--- config.mk ---
export PLATFORM = sky130hd
export DESIGN_NAME = mem_req_arbiter
export DESIGN_NICKNAME = d
export VERILOG_FILES = /design/src/rtl/mem_req_arbiter_pkg.sv /design/src/rtl/mem_req_arbiter_src_id_fifo.sv /design/src/rtl/mem_req_arbiter.sv
export SDC_FILE = /design/constraint.sdc
export NUM_CORES = 1
export LEC_CHECK = 0
export ABC_AREA = 1
export ABC_CLOCK_PERIOD_IN_PS = 3500
export CAP_MARGIN = 20
export CORE_AREA = 4 4 106 108
export CTS_CLUSTER_SIZE = 16
export DETAILED_ROUTE_END_ITERATION = 8
export DIE_AREA = 0 0 110 112
export PLACE_DENSITY_LB_ADDON = 0.15
export SYNTH_ARGS = -nofsm -noshare
export SYNTH_HDL_FRONTEND = slang
export SYNTH_HIERARCHICAL = 1
export SYNTH_SLANG_ARGS = --single-unit
export TNS_END_PERCENT = 20
--- constraint.sdc ---
create_clock -name clk -period 3.5 [get_ports clk]
set_input_delay 0.35 -clock clk [delete_from_list [all_inputs] [get_ports clk]]
set_output_delay 0.35 -clock clk [all_outputs]
set_load 0.03 [all_outputs]
--- src/rtl/mem_req_arbiter_pkg.sv ---
// Shared source ids, size encodings and lock states for the memory request arbiter.
package mem_req_arbiter_pkg;

  localparam logic SRC_INST = 1'b0;
  localparam logic SRC_DATA = 1'b1;

  localparam logic [1:0] SIZE_BYTE = 2'b00;
  localparam logic [1:0] SIZE_HALF = 2'b01;
  localparam logic [1:0] SIZE_WORD = 2'b10;

  typedef enum logic {
    UNLOCKED = 1'b0,
    LOCKED   = 1'b1
  } lock_state_e;

endpackage

--- src/rtl/mem_req_arbiter_src_id_fifo.sv ---
// In-order record of which requester issued each accepted, still-unanswered request.
module src_id_fifo #(
  parameter int unsigned DEPTH = 4
) (
  input  logic clk,
  input  logic reset,
  input  logic push_i,
  input  logic pop_i,
  input  logic din_i,
  output logic full_o,
  output logic empty_o,
  output logic head_o
);

  localparam int unsigned AW = $clog2(DEPTH);

  logic [DEPTH-1:0] ids_q;
  logic [AW-1:0]    wptr_q, rptr_q;
  logic [AW:0]      cnt_q;
  logic             do_push, do_pop;

  assign full_o  = (cnt_q == (AW+1)'(DEPTH));
  assign empty_o = (cnt_q == '0);
  assign head_o  = ids_q[rptr_q];
  assign do_push = push_i & ~full_o;
  assign do_pop  = pop_i & ~empty_o;

  always_ff @(posedge clk) begin
    if (reset) begin
      wptr_q <= '0;
      rptr_q <= '0;
      cnt_q  <= '0;
    end else begin
      if (do_push) wptr_q <= wptr_q + 1'b1;
      if (do_pop)  rptr_q <= rptr_q + 1'b1;
      if (do_push && !do_pop)      cnt_q <= cnt_q + 1'b1;
      else if (do_pop && !do_push) cnt_q <= cnt_q - 1'b1;
    end
  end

  always_ff @(posedge clk) begin
    if (do_push) ids_q[wptr_q] <= din_i;
  end

endmodule

--- src/rtl/mem_req_arbiter.sv ---
// Shares one sram-like port between fetch and EX, holding a waiting request stable
// and steering in-order responses back to whoever issued them.
module mem_req_arbiter
  import mem_req_arbiter_pkg::*;
#(
  parameter int unsigned DEPTH        = 4,
  parameter int unsigned STARVE_LIMIT = 8
) (
  input  logic        clk,
  input  logic        reset,
  input  logic        inst_sram_req,
  input  logic [31:0] inst_sram_addr,
  output logic        inst_sram_addr_ok,
  output logic        inst_sram_data_ok,
  output logic [31:0] inst_sram_rdata,
  input  logic        data_sram_req,
  input  logic        data_sram_wr,
  input  logic [1:0]  data_sram_size,
  input  logic [3:0]  data_sram_wstrb,
  input  logic [31:0] data_sram_addr,
  input  logic [31:0] data_sram_wdata,
  output logic        data_sram_addr_ok,
  output logic        data_sram_data_ok,
  output logic [31:0] data_sram_rdata,
  output logic        mem_req,
  output logic        mem_wr,
  output logic [1:0]  mem_size,
  output logic [3:0]  mem_wstrb,
  output logic [31:0] mem_addr,
  output logic [31:0] mem_wdata,
  input  logic        mem_addr_ok,
  input  logic        mem_data_ok,
  input  logic [31:0] mem_rdata
);

  localparam int unsigned SW = $clog2(STARVE_LIMIT + 1);

  lock_state_e   lock_q, lock_d;
  logic          lock_src_q, lock_src_d;
  logic [SW-1:0] starve_q, starve_d;
  logic          owner_vld, owner, lock_hold;
  logic          fifo_full, fifo_empty, fifo_head, push;

  // A locked requester that drops its request releases the port in that same cycle.
  assign lock_hold = (lock_q == LOCKED) &&
                     (lock_src_q == SRC_DATA ? data_sram_req : inst_sram_req);

  always_comb begin
    owner_vld = 1'b1;
    owner     = SRC_DATA;
    if (lock_hold)                                    owner = lock_src_q;
    else if (starve_q == SW'(STARVE_LIMIT) && inst_sram_req) owner = SRC_INST;
    else if (data_sram_req)                           owner = SRC_DATA;
    else if (inst_sram_req)                           owner = SRC_INST;
    else                                              owner_vld = 1'b0;
  end

  always_comb begin
    mem_req   = owner_vld & ~fifo_full;
    mem_wr    = 1'b0;
    mem_size  = SIZE_WORD;
    mem_wstrb = '0;
    mem_addr  = '0;
    mem_wdata = '0;
    if (!owner_vld) begin
      mem_size = SIZE_BYTE;
    end else if (owner == SRC_DATA) begin
      mem_wr    = data_sram_wr;
      mem_size  = data_sram_size;
      mem_wstrb = data_sram_wstrb;
      mem_addr  = data_sram_addr;
      mem_wdata = data_sram_wdata;
    end else begin
      mem_addr = inst_sram_addr;
    end
  end

  assign push              = mem_req & mem_addr_ok;
  assign inst_sram_addr_ok = push & (owner == SRC_INST);
  assign data_sram_addr_ok = push & (owner == SRC_DATA);

  assign inst_sram_data_ok = mem_data_ok & ~fifo_empty & (fifo_head == SRC_INST);
  assign data_sram_data_ok = mem_data_ok & ~fifo_empty & (fifo_head == SRC_DATA);
  assign inst_sram_rdata   = mem_rdata;
  assign data_sram_rdata   = mem_rdata;

  always_comb begin
    lock_d     = UNLOCKED;
    lock_src_d = lock_src_q;
    if (mem_req && !mem_addr_ok) begin
      lock_d     = LOCKED;
      lock_src_d = owner;
    end
  end

  always_comb begin
    starve_d = starve_q;
    if (!inst_sram_req || (push && owner == SRC_INST))
      starve_d = '0;
    else if (push && owner == SRC_DATA && starve_q != SW'(STARVE_LIMIT))
      starve_d = starve_q + 1'b1;
  end

  always_ff @(posedge clk) begin
    if (reset) begin
      lock_q     <= UNLOCKED;
      lock_src_q <= SRC_INST;
      starve_q   <= '0;
    end else begin
      lock_q     <= lock_d;
      lock_src_q <= lock_src_d;
      starve_q   <= starve_d;
    end
  end

  src_id_fifo #(.DEPTH(DEPTH)) u_src_fifo (
    .clk     (clk),
    .reset   (reset),
    .push_i  (push),
    .pop_i   (mem_data_ok),
    .din_i   (owner),
    .full_o  (fifo_full),
    .empty_o (fifo_empty),
    .head_o  (fifo_head)
  );

endmodule

==> run_summary.xml, run 1 <==
<?xml version="1.0" encoding="UTF-8"?>
<metrics>
  <group name="min_path">
    <metric name="holdCritPathClass" unit="">register to register</metric>
  </group>
  <group name="pwr">
    <metric name="worst_ir_drop_vdd" unit="uV">149.1</metric>
    <metric name="p_per_area" unit="nW/um^2">333.6</metric>
    <metric name="power.total" unit="mW">1.267</metric>
    <metric name="total_leakage_power" unit="nW">1.750</metric>
  </group>
  <group name="sta">
    <metric name="min_period_over_period" unit="%">79.81</metric>
    <metric name="maxClockFrequency" unit="MHz">358.0</metric>
    <metric name="max-slew-margin-rel" unit="%">68.54</metric>
    <metric name="post-route-min-period" unit="ns">2.793</metric>
    <metric name="final-hold-violation-count" unit="">0</metric>
    <metric name="setup_viol" unit="">0</metric>
    <metric name="worst_clock_skew_on_the_final_layout" unit="ns">0.001337</metric>
    <metric name="tightest_slew" unit="ns">0.4703</metric>
    <metric name="slew_viol_final" unit="">0</metric>
    <metric name="holdWs" unit="ns">0.5033</metric>
    <metric name="grt_setup_unrepaired" unit="">no</metric>
    <metric name="tns" unit="ns">0</metric>
  </group>
  <group name="layout">
    <metric name="stdcell_area" unit="sq um">3797</metric>
    <metric name="filler_cell_count" unit="">1142</metric>
    <metric name="drive_above_1_share" unit="%">19.44</metric>
    <metric name="antenna_cells" unit="">0</metric>
    <metric name="final_core_utilization" unit="%">37.12</metric>
    <metric name="area_delta_synth_final" unit="%">64.86</metric>
    <metric name="fin_nets" unit="">654</metric>
  </group>
  <group name="yosys">
    <metric name="synth_edf_count" unit="">4</metric>
    <metric name="synth_area_in_compound_gates" unit="%">10.32</metric>
    <metric name="synth_fp_nets" unit="">541</metric>
    <metric name="yosys_warnings" unit="">6</metric>
    <metric name="postSynthAreaPerCell" unit="sq um">5.876</metric>
    <metric name="share_of_synthesized_area_spent_on_multiplexers" unit="%">0</metric>
    <metric name="seq_area_frac_synth" unit="%">16.51</metric>
    <metric name="synth_common_cells" unit="">119 x sky130_fd_sc_hd__nor2_1, 68 x sky130_fd_sc_hd__buf_4, 63 x sky130_fd_sc_hd__nand2_1</metric>
    <metric name="synth_fa_ha_area_share" unit="%">4.671</metric>
    <metric name="synthFlopType" unit="">sky130_fd_sc_hd__dfxtp_1</metric>
    <metric name="synth_top_family_by_area" unit="">simple AND/OR/NAND/NOR gates</metric>
    <metric name="synth-seq-cells" unit="">17</metric>
    <metric name="synth_xor_area_share" unit="%">0.3802</metric>
    <metric name="mappedNetlistArea" unit="sq um">2303</metric>
    <metric name="yosys.area_share.simple" unit="%">37.97</metric>
    <metric name="synth.top_cells.by_area" unit="">sky130_fd_sc_hd__buf_4 22%, sky130_fd_sc_hd__nor2_1 19%, sky130_fd_sc_hd__dfxtp_1 11%</metric>
    <metric name="synth-async-reset-ratio" unit="%">0</metric>
    <metric name="most_used_standard_cell_by_instance_count_after_synthesis" unit="">sky130_fd_sc_hd__nor2_1</metric>
    <metric name="synth.distinct_cells" unit="">31</metric>
    <metric name="post-synth-top-area-fraction" unit="%">22.16</metric>
    <metric name="synth_largest_area_cell" unit="">sky130_fd_sc_hd__buf_4</metric>
    <metric name="synthesis.instances" unit="">392</metric>
  </group>
  <group name="critical_path">
    <metric name="crit_slowest_cell" unit="">sky130_fd_sc_hd__clkdlybuf4s50_1</metric>
    <metric name="required" unit="ns">3.15</metric>
    <metric name="path_class" unit="">register to primary output</metric>
    <metric name="critical-path-top-cell-by-count" unit="">sky130_fd_sc_hd__nand2_1</metric>
    <metric name="path_max_fanout" unit="">18</metric>
    <metric name="cp.arrival" unit="ns">2.44</metric>
    <metric name="critical_path.max_stage_delay" unit="ns">0.61</metric>
    <metric name="cp-end-kind" unit="">primary output</metric>
    <metric name="start_kind" unit="">register</metric>
    <metric name="cp_cell_sequence" unit="">inv_1 &gt; ha_1 &gt; nand2_1 &gt; nor2_2 &gt; nand2_1 &gt; nand2_1 &gt; nand2_2 &gt; buf_4 &gt; nand2_1 &gt; clkdlybuf4s50_1</metric>
  </group>
  <group name="global_route">
    <metric name="globalRouteOverflowTotal" unit="">0</metric>
    <metric name="grt_max_degree" unit="">38</metric>
    <metric name="track_usage" unit="%">14.22</metric>
    <metric name="grt_pass1_wl" unit="mm">13.72</metric>
    <metric name="first_global_vias" unit="">2667</metric>
    <metric name="antenna_violations_before_repair" unit="">0</metric>
  </group>
  <group name="placed_design">
    <metric name="place.port_buffers" unit="">184</metric>
    <metric name="gp_congestion" unit="">0.7406</metric>
    <metric name="placedInstanceArea" unit="sq um">3751</metric>
    <metric name="place.detailed.hpwl" unit="mm">8.136</metric>
  </group>
  <group name="outcome">
    <metric name="status" unit="">finished clean</metric>
  </group>
  <group name="die">
    <metric name="io_pins" unit="">281</metric>
    <metric name="die_w" unit="um">110</metric>
    <metric name="core_area" unit="sq um">10230</metric>
    <metric name="rows" unit="">37</metric>
    <metric name="die_area" unit="sq um">12320</metric>
    <metric name="effective_utilization_at_floorplan" unit="%">22.51</metric>
    <metric name="die_height" unit="um">112</metric>
  </group>
  <group name="cts">
    <metric name="post_cts.resized_instances" unit="">0</metric>
    <metric name="clock-sinks" unit="">17</metric>
    <metric name="worst_path_clk_slew" unit="ns">0.07</metric>
    <metric name="clk-insertion-delay-late" unit="ns">0.25</metric>
    <metric name="number_of_buffers_inserted_by_hold_repair_at_cts" unit="">0</metric>
    <metric name="clockRootBuffer" unit="">sky130_fd_sc_hd__clkbuf_8</metric>
    <metric name="htreeDepth" unit="">1</metric>
    <metric name="tritoncts" unit="">done</metric>
    <metric name="clk_path_buf_depth" unit="">2</metric>
    <metric name="cts_buffers" unit="">3</metric>
    <metric name="setup_fix_bufs_post_cts" unit="">0</metric>
  </group>
  <group name="flow_run">
    <metric name="max_cap_violations" unit="">0</metric>
  </group>
  <group name="routing">
    <metric name="route.final.wire_length" unit="mm">9.490</metric>
    <metric name="dr.first_iter.drc_count" unit="">113</metric>
    <metric name="wire_per_inst" unit="um">14.83</metric>
    <metric name="viasPerCell" unit="">4.153</metric>
    <metric name="ant_nets" unit="">0</metric>
    <metric name="drt_first_pass_iters" unit="">4</metric>
    <metric name="via_count_of_the_routed_design" unit="">2658</metric>
    <metric name="drcViolationCount" unit="">0</metric>
  </group>
</metrics>
==> layout make-up <==
type	instances	area (sq um)	area share, %
Clock buffer	3	41.29	1.087
Clock inverter	1	5.005	0.1318
Inverter	30	112.6	2.965
Multi-Input combinational cell	263	1229	32.36
Sequential cell	17	380.4	10.02
Tap cell	136	170.2	4.481
Timing Repair Buffer	190	1859	48.96
==> through the flow <==
stage / setup WS (ns) / std cells
floorplan: 1.292 / 392
global placement: 0.7398 / 636
detailed placement: 0.7357 / 636
CTS: 0.6593 / 640
global route: 0.4699 / 640
finish: 0.7068 / 640
==> final timing paths <==
| check | startpoint | cells after the start | endpoint | slack, ns |
|---|---|---|---|---|
| min reg2reg | u_src_fifo/rptr_q[1]$_SDFFE_PP0P_ | 2 | u_src_fifo/rptr_q[1]$_SDFFE_PP0P_ | 0.50 |
| max reg2reg | u_src_fifo/cnt_q[0]$_SDFFE_PP0P_ | 15 | u_src_fifo/cnt_q[2]$_SDFFE_PP0P_ | 1.01 |
| min | u_src_fifo/rptr_q[1]$_SDFFE_PP0P_ | 2 | u_src_fifo/rptr_q[1]$_SDFFE_PP0P_ | 0.50 |
| max | starve_q[0]$_SDFFE_PP0P_ | 10 | mem_size[1] | 0.71 |
==> where the power goes <==
part | switching [mW] | internal, mW | total [mW]
logic | 0.478 | 0.371 | 0.849
registers | 0.0311 | 0.237 | 0.268
clock network | 0.0712 | 0.0791 | 0.150
total | 0.580 | 0.686 | 1.27
==> layout by cell type (no fill, tap or decap), drive strengths merged <==
| cell type | synthesis | routed |
|---|---|---|
| fa | 1 | 1 |
| nand3 | 7 | 7 |
| nor3b | 1 | 1 |
| clkinv | 1 | 1 |
| clkdlybuf4s50 | 0 | 113 |
| dfxtp | 13 | 13 |
| edfxtp | 4 | 4 |
| xor2 | 1 | 1 |
| nand2 | 68 | 68 |
| nor2 | 124 | 124 |
| nand4 | 4 | 4 |
| clkbuf | 9 | 3 |
| ha | 7 | 7 |
| o21ai | 37 | 37 |
| nor3 | 2 | 2 |
| nand3b | 1 | 1 |
| buf | 73 | 77 |
| nor4 | 1 | 1 |
| a21boi | 1 | 1 |
| inv | 29 | 30 |
| o22ai | 1 | 1 |
| a21oi | 7 | 7 |
==> state kept, by name, indices dropped and copies added, names as in the netlist <==
signal	cells
lock_q	1
lock_src_q	1
starve_q	4
u_src_fifo/cnt_q	3
u_src_fifo/ids_q	4
u_src_fifo/rptr_q	2
u_src_fifo/wptr_q	2
==> logic make-up after synthesis <==
kind of cell             Yosys count
buffers and inverters            112
AO/OA/AOI/OAI                     46
XOR/XNOR                           1
flip-flops                        17
AND/OR/NAND/NOR                  208
adder cells (fa/ha/maj)            8
==> critical path, delay by kind of cell, from the launching register on <==
kind | cells | cell delay (ns)
flip-flops | 1 | 0.40
AND/OR/NAND/NOR | 6 | 0.60
adder cells (fa/ha/maj) | 1 | 0.21
buffers and inverters | 3 | 0.98
==> routing by layer <==
metal / GRT usage, % / wire [um] / vias to the layer above
li1: - / - / 1365
met3: 4.986 / 985 / 17
met5: 0 / 0 / -
met1: 14.13 / 3289 / 1137
met4: 2.161 / 88 / 0
met2: 27.99 / 5126 / 139
Power figures use the tool's default switching activity.
==> run 2, diff against run 1 <==
--- a/config.mk
+++ b/config.mk
@@ -6,7 +6,7 @@
 export NUM_CORES = 1
 export LEC_CHECK = 0
 export ABC_AREA = 1
-export ABC_CLOCK_PERIOD_IN_PS = 3500
+export ABC_CLOCK_PERIOD_IN_PS = 2750
 export CAP_MARGIN = 20
 export CORE_AREA = 4 4 106 108
 export CTS_CLUSTER_SIZE = 16
==> constraint.sdc (replaced) <==
create_clock -name clk -period 2.75 [get_ports clk]
set_input_delay 0.275 -clock clk [delete_from_list [all_inputs] [get_ports clk]]
set_output_delay 0.275 -clock clk [all_outputs]
set_load 0.03 [all_outputs]
==> run_summary.xml, run 2 (synthesis results as in run 1) <==
<?xml version="1.0" encoding="UTF-8"?>
<metrics>
  <group name="outcome">
    <metric name="status" unit="">finished clean</metric>
  </group>
  <group name="sta">
    <metric name="worst_clock_skew_on_the_final_layout" unit="ns">0.004040</metric>
    <metric name="maxClockFrequency" unit="MHz">401.2</metric>
    <metric name="setup_viol" unit="">0</metric>
    <metric name="grt_setup_unrepaired" unit="">no</metric>
    <metric name="min_period_over_period" unit="%">90.64</metric>
    <metric name="slew_viol_final" unit="">0</metric>
    <metric name="tns" unit="ns">0</metric>
    <metric name="tightest_slew" unit="ns">0.3979</metric>
    <metric name="setup_slack" unit="ns">0.2574</metric>
    <metric name="final-hold-violation-count" unit="">0</metric>
    <metric name="post-route-min-period" unit="ns">2.493</metric>
    <metric name="max-slew-margin-rel" unit="%">73.25</metric>
  </group>
  <group name="pwr">
    <metric name="power_report.internal_total" unit="mW">0.8796</metric>
    <metric name="combinationalPowerShare" unit="%">67.0</metric>
    <metric name="power.switching" unit="mW">0.7377</metric>
    <metric name="total_leakage_power" unit="nW">1.758</metric>
    <metric name="worst_ir_drop_vdd" unit="uV">207.2</metric>
    <metric name="p_per_area" unit="nW/um^2">423.8</metric>
    <metric name="switching_share" unit="%">45.61</metric>
    <metric name="clock_power_share" unit="%">11.9</metric>
    <metric name="sequentialPowerShare" unit="%">21.1</metric>
  </group>
  <group name="layout">
    <metric name="top_regs" unit="">starve_q: 4 flops, u_src_fifo/ids_q: 4 flops, u_src_fifo/cnt_q: 3 flops</metric>
    <metric name="drive_above_1_share" unit="%">19.44</metric>
    <metric name="finalNonFillerCells" unit="">640</metric>
    <metric name="multi_input_area" unit="sq um">1229</metric>
    <metric name="area_delta_synth_final" unit="%">65.67</metric>
    <metric name="stdcell_area" unit="sq um">3816</metric>
    <metric name="antenna_cells" unit="">0</metric>
    <metric name="fin_nets" unit="">654</metric>
    <metric name="filler_cell_count" unit="">1126</metric>
    <metric name="final_core_utilization" unit="%">37.30</metric>
    <metric name="most-common-layout-cells" unit="">119 x sky130_fd_sc_hd__nor2_1, 113 x sky130_fd_sc_hd__clkdlybuf4s50_1, 63 x sky130_fd_sc_hd__nand2_1, 63 x sky130_fd_sc_hd__buf_4, 29 x sky130_fd_sc_hd__o21ai_0</metric>
    <metric name="layout_commonest_cell" unit="">sky130_fd_sc_hd__nor2_1</metric>
    <metric name="seqCellArea" unit="sq um">380.4</metric>
  </group>
  <group name="routing">
    <metric name="wire_per_inst" unit="um">14.80</metric>
    <metric name="viasPerCell" unit="">4.123</metric>
    <metric name="drt_first_pass_iters" unit="">4</metric>
    <metric name="drcViolationCount" unit="">0</metric>
    <metric name="dr.first_iter.drc_count" unit="">129</metric>
    <metric name="route.final.wire_length" unit="mm">9.471</metric>
    <metric name="ant_nets" unit="">0</metric>
    <metric name="via_count_of_the_routed_design" unit="">2639</metric>
  </group>
  <group name="cts">
    <metric name="number_of_buffers_inserted_by_hold_repair_at_cts" unit="">0</metric>
    <metric name="clk-insertion-delay-late" unit="ns">0.25</metric>
    <metric name="clock-sinks" unit="">17</metric>
    <metric name="worst_path_clk_slew" unit="ns">0.07</metric>
    <metric name="clk_path_buf_depth" unit="">2</metric>
    <metric name="clockRootBuffer" unit="">sky130_fd_sc_hd__clkbuf_8</metric>
    <metric name="cts_buffers" unit="">3</metric>
    <metric name="tritoncts" unit="">done</metric>
    <metric name="htreeDepth" unit="">1</metric>
  </group>
  <group name="die">
    <metric name="effective_utilization_at_floorplan" unit="%">22.51</metric>
    <metric name="io_pins" unit="">281</metric>
    <metric name="die_area" unit="sq um">12320</metric>
    <metric name="rows" unit="">37</metric>
    <metric name="die_w" unit="um">110</metric>
    <metric name="die_height" unit="um">112</metric>
    <metric name="core_area" unit="sq um">10230</metric>
  </group>
  <group name="critical_path">
    <metric name="cp_cell_sequence" unit="">inv_1 &gt; ha_1 &gt; nand2_1 &gt; nor2_2 &gt; nand2_1 &gt; nand2_1 &gt; nand2_2 &gt; inv_4 &gt; buf_12 &gt; nor2_1 &gt; nor2_1 &gt; buf_12</metric>
    <metric name="path_max_fanout" unit="">42</metric>
    <metric name="crit_slowest_cell" unit="">sky130_fd_sc_hd__dfxtp_1</metric>
    <metric name="timing.critical_path.max_delay_family" unit="">simple AND/OR/NAND/NOR gates</metric>
    <metric name="cp.arrival" unit="ns">2.22</metric>
    <metric name="critical_path_buf_inv_count" unit="">4</metric>
    <metric name="crit_start" unit="">starve_q[0]$_SDFFE_PP0P_</metric>
    <metric name="critical_path.max_stage_delay" unit="ns">0.35</metric>
    <metric name="reg2reg_setup_slack" unit="ns">0.46</metric>
    <metric name="crit-reg2reg-launch" unit="">u_src_fifo/cnt_q[0]$_SDFFE_PP0P_</metric>
    <metric name="start_kind" unit="">register</metric>
    <metric name="required" unit="ns">2.48</metric>
    <metric name="critical-path-top-cell-by-count" unit="">sky130_fd_sc_hd__nand2_1</metric>
    <metric name="cp-end-kind" unit="">primary output</metric>
    <metric name="path_class" unit="">register to primary output</metric>
  </group>
  <group name="min_path">
    <metric name="holdCritStartpoint" unit="">u_src_fifo/rptr_q[1]$_SDFFE_PP0P_</metric>
    <metric name="holdCritPathClass" unit="">register to register</metric>
  </group>
  <group name="placed_design">
    <metric name="place.detailed.hpwl" unit="mm">8.154</metric>
    <metric name="placedInstanceArea" unit="sq um">3764</metric>
    <metric name="gp_congestion" unit="">0.7535</metric>
    <metric name="numPlacedInstances" unit="">636</metric>
    <metric name="place.port_buffers" unit="">184</metric>
    <metric name="place_worst_setup_slack" unit="ns">0.2891</metric>
  </group>
  <group name="flow_run">
    <metric name="max_cap_violations" unit="">0</metric>
  </group>
  <group name="global_route">
    <metric name="globalRouteOverflowTotal" unit="">0</metric>
    <metric name="grt_pass1_wl" unit="mm">13.86</metric>
    <metric name="track_usage" unit="%">14.38</metric>
    <metric name="first_global_vias" unit="">2644</metric>
    <metric name="grt_max_degree" unit="">69</metric>
    <metric name="antenna_violations_before_repair" unit="">0</metric>
  </group>
</metrics>
==> run 2: cell types whose count changed in the layout (fill, tap and decap cells not counted) <==
cell and change:
sky130_fd_sc_hd__buf_12 +1, sky130_fd_sc_hd__buf_6 +1, sky130_fd_sc_hd__inv_4 +1, sky130_fd_sc_hd__inv_2 -1
sky130_fd_sc_hd__buf_4 -2
==> run 2: worst min-delay path, cell delays in order, from the launching register on <==
cell                      delay (ns)
sky130_fd_sc_hd__dfxtp_1        0.33
sky130_fd_sc_hd__nand2_1        0.07
sky130_fd_sc_hd__a21oi_1        0.05
==> run 2: path summary, 6_finish.rpt <==
path	endpoint	cells past startpoint
max reg2reg	u_src_fifo/cnt_q[2]$_SDFFE_PP0P_	15
max	mem_addr[3]	12
min	u_src_fifo/rptr_q[1]$_SDFFE_PP0P_	2
min reg2reg	u_src_fifo/rptr_q[1]$_SDFFE_PP0P_	2
==> run 2: cell type report <==
cell class | instances | area share [%]
clock inverters | 1 | 0.1311
multi-input cells | 263 | 32.20
well taps | 136 | 4.459
inverters | 30 | 3.016
repair buffers | 190 | 49.15
clock buffers | 3 | 1.082
flip-flops and latches | 17 | 9.967
==> run 2: routing by layer <==
metal	share of wire (%)	global-route usage [%]	routed length [um]	up-vias
met2	54	28.92	5104	140
met1	35	14.38	3316	1118
met5	0	0	0	-
met3	10	4.406	977	14
met4	0.77	1.663	73	0
li1	-	-	-	1367
==> run 2: through the flow <==
| step | hold WS (ns) | power, mW |
|---|---|---|
| 2_1_floorplan | 0.3441 | 1.137 |
| 3_3_place_gp | 0.4799 | 1.439 |
| 3_5_place_dp | 0.4939 | 1.444 |
| 4_1_cts | 0.5043 | 1.640 |
| 5_1_grt | 0.5387 | 1.742 |
| 6_report | 0.4991 | 1.617 |
==> run 2: what timing repair did <==
| action | in CTS | in global routing |
|---|---|---|
| buffers inserted | 0 | 0 |
| resized for setup | 0 | 3 |
| setup endpoints to repair | 0 | 9 |
==> run 2: power by group through the flow <==
| stage | combinational [mW] | clock [mW] | sequential [mW] |
|---|---|---|---|
| floorplan | 0.798 | 0 | 0.339 |
| global placement | 1.09 | 0 | 0.347 |
| detailed placement | 1.09 | 0 | 0.349 |
| CTS | 1.10 | 0.198 | 0.343 |
| global route | 1.18 | 0.209 | 0.349 |
| finish | 1.08 | 0.192 | 0.342 |
